$ cat config.mk
export PLATFORM = sky130hd
export DESIGN_NAME = avion_boot_ctrl
export DESIGN_NICKNAME = d
export VERILOG_FILES = /design/src/rtl/avion_boot_ctrl.sv
export SDC_FILE = /design/constraint.sdc
export NUM_CORES = 1
export LEC_CHECK = 0
export BUFFER_PORTS_ARGS = -buffer_cell sky130_fd_sc_hd__buf_2
export CORE_UTILIZATION = 37
export DETAILED_ROUTE_END_ITERATION = 7
export PLACE_DENSITY = 0.63
export RECOVER_POWER = 50
export SLEW_MARGIN = 15
export SYNTH_ARGS = -nofsm -noshare
export SYNTH_HDL_FRONTEND = slang
export SYNTH_SLANG_ARGS = --single-unit
$ cat constraint.sdc
create_clock -name clk -period 1.4 [get_ports clk]
set_clock_uncertainty 0.1 [all_clocks]
set_input_delay 0.21 -clock clk [delete_from_list [all_inputs] [get_ports clk]]
set_output_delay 0.21 -clock clk [all_outputs]
set_load 0.02 [all_outputs]
$ cat src/rtl/avion_boot_ctrl.sv
// Boot sequencer for avion_cpu: loads a program image into blram, runs the CPU until
// it halts or times out, then streams a window of RAM out through a valid/ready port.
module avion_boot_ctrl #(
  parameter int ADDRESS_WIDTH = 6,
  parameter int DATA_WIDTH    = 10,
  parameter int MEM_DEPTH     = 64,
  parameter int HALT_CYCLES   = 8,
  parameter int RUN_TIMEOUT   = 4096,
  parameter int DUMP_BASE     = 52,
  parameter int DUMP_LEN      = 1
) (
  input  logic                     clk,
  input  logic                     rst,
  input  logic                     ld_valid,
  input  logic [DATA_WIDTH-1:0]    ld_data,
  input  logic                     ld_last,
  output logic                     ld_ready,
  output logic                     cpu_rst,
  input  logic [ADDRESS_WIDTH-1:0] cpu_mar,
  input  logic [DATA_WIDTH-1:0]    cpu_wdata,
  input  logic                     cpu_we,
  input  logic [ADDRESS_WIDTH-1:0] cpu_pc,
  output logic [DATA_WIDTH-1:0]    cpu_rdata,
  output logic [ADDRESS_WIDTH-1:0] ram_addr,
  output logic [DATA_WIDTH-1:0]    ram_wdata,
  output logic                     ram_we,
  input  logic [DATA_WIDTH-1:0]    ram_rdata,
  output logic                     dump_valid,
  output logic [ADDRESS_WIDTH-1:0] dump_addr,
  output logic [DATA_WIDTH-1:0]    dump_data,
  input  logic                     dump_ready,
  input  logic                     restart,
  output logic                     done,
  output logic                     timeout
);

  localparam int RCW = $clog2(RUN_TIMEOUT + 1);
  localparam int SCW = $clog2(HALT_CYCLES + 1);
  localparam int IW  = $clog2(DUMP_LEN + 1) + 1;

  typedef enum logic [2:0] {S_LOAD, S_RUN, S_DUMP_RD, S_DUMP_OUT, S_DONE} state_t;

  state_t                   r_state, w_next;
  logic                     r_ld_ready, r_cpu_rst, r_timeout, r_hold;
  logic [ADDRESS_WIDTH-1:0] r_ld_ptr, r_pc_q;
  logic [RCW-1:0]           r_run_cnt;
  logic [SCW-1:0]           r_stable_cnt;
  logic [IW-1:0]            r_idx;
  logic [DATA_WIDTH-1:0]    r_dump_data;
  logic                     w_ld_fire, w_halt, w_tmo, w_dump_last;
  logic [ADDRESS_WIDTH-1:0] w_dump_addr;

  assign w_ld_fire   = (r_state == S_LOAD) && ld_valid && r_ld_ready;
  assign w_halt      = (r_stable_cnt == SCW'(HALT_CYCLES));
  assign w_tmo       = (r_run_cnt == RCW'(RUN_TIMEOUT - 1));
  assign w_dump_last = ((r_idx + IW'(1)) == IW'(DUMP_LEN));
  assign w_dump_addr = ADDRESS_WIDTH'(DUMP_BASE) + ADDRESS_WIDTH'(r_idx);

  always_comb begin
    w_next = r_state;
    case (r_state)
      S_LOAD:     if (w_ld_fire && (ld_last || r_ld_ptr == ADDRESS_WIDTH'(MEM_DEPTH - 1)))
                    w_next = S_RUN;
      S_RUN:      if (w_halt || w_tmo) w_next = (DUMP_LEN == 0) ? S_DONE : S_DUMP_RD;
      S_DUMP_RD:  w_next = S_DUMP_OUT;
      S_DUMP_OUT: if (dump_ready) w_next = w_dump_last ? S_DONE : S_DUMP_RD;
      S_DONE:     if (restart) w_next = S_LOAD;
      default:    w_next = S_LOAD;
    endcase
  end

  always_comb begin
    ram_addr  = '0;
    ram_wdata = '0;
    ram_we    = 1'b0;
    case (r_state)
      S_LOAD: begin
        ram_addr  = r_ld_ptr;
        ram_wdata = ld_data;
        ram_we    = w_ld_fire;
      end
      S_RUN: begin
        ram_addr  = cpu_mar;
        ram_wdata = cpu_wdata;
        ram_we    = cpu_we;
      end
      S_DUMP_RD: ram_addr = w_dump_addr;
      default: ;
    endcase
  end

  // The RAM port moves away in DUMP_OUT, so the word is taken live on the
  // first cycle and from the holding register while the sink stalls.
  assign dump_valid = (r_state == S_DUMP_OUT);
  assign dump_addr  = w_dump_addr;
  assign dump_data  = r_hold ? r_dump_data : ram_rdata;
  assign done       = (r_state == S_DONE);
  assign timeout    = r_timeout;
  assign ld_ready   = r_ld_ready;
  assign cpu_rst    = r_cpu_rst;
  assign cpu_rdata  = ram_rdata;

  always_ff @(posedge clk or posedge rst) begin
    if (rst) begin
      r_state      <= S_LOAD;
      r_ld_ready   <= 1'b0;
      r_cpu_rst    <= 1'b1;
      r_timeout    <= 1'b0;
      r_hold       <= 1'b0;
      r_ld_ptr     <= '0;
      r_pc_q       <= '0;
      r_run_cnt    <= '0;
      r_stable_cnt <= '0;
      r_idx        <= '0;
      r_dump_data  <= '0;
    end else begin
      r_state    <= w_next;
      r_ld_ready <= (w_next == S_LOAD);
      r_cpu_rst  <= (w_next != S_RUN);
      r_pc_q     <= cpu_pc;
      if (w_ld_fire) r_ld_ptr <= r_ld_ptr + ADDRESS_WIDTH'(1);
      if (r_state == S_RUN) begin
        r_run_cnt    <= r_run_cnt + RCW'(1);
        r_stable_cnt <= (cpu_pc == r_pc_q && !cpu_we) ? r_stable_cnt + SCW'(1) : '0;
        if (w_tmo && !w_halt) r_timeout <= 1'b1;
      end else begin
        r_run_cnt    <= '0;
        r_stable_cnt <= '0;
      end
      if (r_state == S_DUMP_OUT) begin
        if (!r_hold) begin
          r_dump_data <= ram_rdata;
          r_hold      <= 1'b1;
        end
        if (dump_ready) begin
          r_idx  <= r_idx + IW'(1);
          r_hold <= 1'b0;
        end
      end
      if (r_state == S_DONE && restart) begin
        r_ld_ptr  <= '0;
        r_idx     <= '0;
        r_timeout <= 1'b0;
      end
    end
  end

endmodule
==> metrics.log <==
[metrics] Overall Global Routing Usage: 0.193
[metrics] Initial DRT Pass Iterations: 4
[metrics] initial antenna violation count: 0
[metrics] area growth from synthesis to final layout: 67.5%
[metrics] number of I/O port buffers: 92
[metrics] GPL Wtd Cong: a little over 0.8
[metrics] Synth top area share: 0.444
[metrics] post-place setup slack: -276 ps
[metrics] Post-Syn Area: around 2600 um2
[metrics] clock root buffer: sky130_fd_sc_hd__clkbuf_8
[metrics] slowest CP cell: sky130_fd_sc_hd__dfrtp_2
[metrics] DRC violations left: 0
[metrics] number of distinct library cells after synthesis: 38
[metrics] number of buffers on the longest clock path: 2
[metrics] CTS Buf Count: 5
[metrics] overall overflow remaining after global route: 0
[metrics] Yosys Warn Count: 0
[metrics] launch point of the worst reg-to-reg path: r_state[1]
[metrics] critical register-to-register path endpoint: r_stable_cnt[1]
[metrics] maximum ir drop on the vdd rail: roughly 1.2 mV
[metrics] number of sinks driven by the clock tree: 48
[metrics] post-layout power: ~7.7 mW
[metrics] x dimension of the die: between 80 and 90 um
[metrics] timing startpoint of the critical path: r_state[2]
[metrics] cell repeated most along the worst path: sky130_fd_sc_hd__buf_6
[metrics] first-pass GRT wire length: ~11 mm
[metrics] final worst path period need: between 1500 and 2000 ps
[metrics] via-per-instance ratio: 4.80
[metrics] maximum level of the CTS H-tree: 2
[metrics] outcome: complete, but fails checks
[metrics] critical path cell sequence: buf_6 -> or2_4 -> nor2_4 -> a21o_4 -> buf_6
[metrics] routed wirelength normalized by instance count: 13.7 um
[metrics] worst slew slack as a fraction of its limit: 0.572
[metrics] Detail Route met3 WL: 505 um
[metrics] Setup Total Neg Slack: -15,050 ps
[metrics] max-cap check violation count: 0
[metrics] Most used DFF post-synth: sky130_fd_sc_hd__dfrtp_1
[metrics] routed length on met1: approximately 3.0 mm
[metrics] post-synthesis async set-or-reset flop share: 1.00
[metrics] placed cell count: between 400 and 500
[metrics] FF+latch count, synth: 48
[metrics] hold violation total from the final report: 0
[metrics] sequential fraction of the synthesis area: 0.454
[metrics] dpl hpwl: approximately 4.6 mm
[metrics] Row Count: 30
[metrics] Hold Crit Class: in -> reg
[metrics] Worst-Skew Late Latency: 290 ps
[metrics] achievable clock frequency: about 540 MHz
[metrics] Critical Path End: ram_we
[metrics] filler-free cell count of the finished design: around 520
[metrics] power density of the placed cells: ~1700 nW/um2
[metrics] met2 wire length: ~3.7 mm
[metrics] effective utilization at floorplan: 0.385
[metrics] Chip Height: slightly below 90 um
[metrics] number of endpoints failing setup at the final stage: between 60 and 70
[metrics] number of DRC violations after detailed-routing iteration 0: 92
[metrics] highest-count cells in the layout ignoring fill and taps: sky130_fd_sc_hd__buf_2 (47), sky130_fd_sc_hd__buf_6 (47), sky130_fd_sc_hd__dfrtp_1 (43), sky130_fd_sc_hd__nand2_1 (37), sky130_fd_sc_hd__buf_4 (37)
[metrics] cells taking the most area after synthesis: sky130_fd_sc_hd__dfrtp_1 (44%), sky130_fd_sc_hd__mux2i_1 (6.0%), sky130_fd_sc_hd__nand2_1 (5.7%), sky130_fd_sc_hd__nor2_1 (5.4%), sky130_fd_sc_hd__buf_4 (4.3%)
[metrics] final antenna-violating net count: 0
[metrics] number of buffer and inverter instances along the worst setup path: 2
[metrics] Worst Setup End Kind: primary output
[metrics] count of nets after finishing: ~480
[metrics] post-synthesis area per instance: approximately 9.3 um2
[metrics] post-route clock period utilization: 1.32
[metrics] worst reg2reg path depth: 5
[metrics] Crit path depth: 5
[metrics] RSZ-0062 raised after global routing: true
[metrics] delay contributed by the slowest stage of the critical path: around 460 ps
[metrics] highest signal layer in the routed design: met4
[metrics] kind of launch point of the worst setup path: flip-flop
[metrics] core area: 6870 um2
[metrics] Vias: roughly 2,500
[metrics] library cell with the largest summed area after synthesis: sky130_fd_sc_hd__dfrtp_1
[metrics] fraction of layout instances using a drive strength above 1: 0.519
[metrics] largest net degree at the start of global routing: just under 50
[metrics] I/O pin count: 97
[metrics] number of synthesized flops with an enable pin: 0
[metrics] startpoint-to-endpoint class of the critical path: reg -> out
[metrics] via count of the first global-routing pass: ~2,500
[metrics] largest fanout on the critical path: 4
[metrics] Pleak: between 2 and 2.5 nW
[metrics] clock slew seen by the registers of the worst setup and hold paths: about 90 ps
[metrics] violations in the final reports: negative setup slack
[metrics] Largest delay share family, worst path: flip-flops
[metrics] DRT Wirelength: 7.20 mm
[metrics] Final Max Tran Viols: 0
[metrics] smallest hold slack: between 100 and 150 ps
[metrics] number of antenna repair diodes: 0
[metrics] overall die area: 7500 um2
[metrics] arrival time worst endpoint: around 1500 ps
[metrics] transition time at the pin with the least slew margin: 641 ps
[metrics] Data required, critical path: between 1000 and 1500 ps
[metrics] R2R Setup Slk: -230 ps
[metrics] Post-Syn Instances: about 290
[metrics] Worst Setup Slack, final: -446 ps
[metrics] clock tree from TritonCTS: yes
==> synthesized netlist by cell type (all sizes together) (2+ instances only) <==
master / n
dfrtp: 47
nand2: 40
nor2: 38
buf: 19
mux2i: 16
nand3: 11
a21oi: 10
inv: 10
mux2: 10
xnor2: 10
xor2: 9
clkbuf: 8
nor3: 8
nand2b: 6
ha: 5
o21ai: 5
and2: 4
nand4: 4
a211oi: 3
and3: 3
or3: 3
conb: 2
nor4: 2
o21a: 2
==> worst min-delay path, stage by stage <==
cell,delay (ps)
sky130_fd_sc_hd__buf_2,90
sky130_fd_sc_hd__a31o_2,140
sky130_fd_sc_hd__a21oi_2,60
==> stage by stage <==
step	instance area (um2)	utilization
finish	4440	0.646
global route	4440	0.646
CTS	4220	0.614
detailed placement	3580	0.521
global placement	3580	0.521
floorplan	2860	-
==> routing by layer <==
layer,global-route usage,vias up
met2,0.347,97
met4,0.0318,0
li1,-,1209
met3,0.0381,2
met5,0,-
met1,0.244,1207
==> logic make-up (layout without fill, tap and decap cells) <==
| family | Yosys count | count (layout) | synth area share |
|---|---|---|---|
| AND/OR/NAND/NOR | 124 | 124 | 0.220 |
| XOR/XNOR | 19 | 19 | 0.0629 |
| other | 2 | 4 | 0.00284 |
| multiplexers | 26 | 26 | 0.103 |
| flip-flops | 48 | 48 | 0.454 |
| adder cells (fa/ha/maj) | 5 | 5 | 0.0236 |
| buffers and inverters | 37 | 178 | 0.0780 |
| AO/OA/AOI/OAI | 24 | 24 | 0.0558 |
==> report_power, final <==
group	leakage, nW	internal [mW]	switching, mW
clock	0.0484	0.405	0.446
sequential	0.610	1.74	0.269
combinational	1.40	2.53	2.27
total	2.06	4.68	2.99
==> repair_timing <==
item,CTS,global route
endpoints found under the setup margin,68,70
setup buffers,11,9
hold buffers,7,0
gates resized for setup,113,41
cloned,0,0
hold endpoints to repair,53,0
pin swaps,14,15
==> area by class of cell <==
type | count | area, um2
Fill cell | 568 | 2430
Timing Repair Buffer | 160 | 1260
Clock buffer | 7 | 86.3
Clock inverter | 1 | 8.76
Sequential cell | 48 | 1210
Tap cell | 96 | 120
Multi-Input combinational cell | 202 | 1710
Inverter | 10 | 41.3
==> flip-flops by register name (all words and copies together) (netlist names) <==
name	flops
cpu_rst	1
ld_ready	1
r_dump_data	10
r_hold	1
r_idx	2
r_ld_ptr	6
r_pc_q	6
r_run_cnt	13
r_stable_cnt	4
r_state	3
timeout	1
==> worst min path at each step <==
stage                        from              end  slack [ps]  cells after the start
after floorplan               rst         ld_ready         140                      1
after global placement        rst  r_stable_cnt[0]         190                      3
after detailed placement      rst  r_stable_cnt[1]         190                      3
after CTS                 ld_last          cpu_rst         110                      3
after global routing      ld_last          cpu_rst          90                      3
final                     ld_last          cpu_rst         100                      3
No activity file was read; power rests on OpenSTA's default activity.
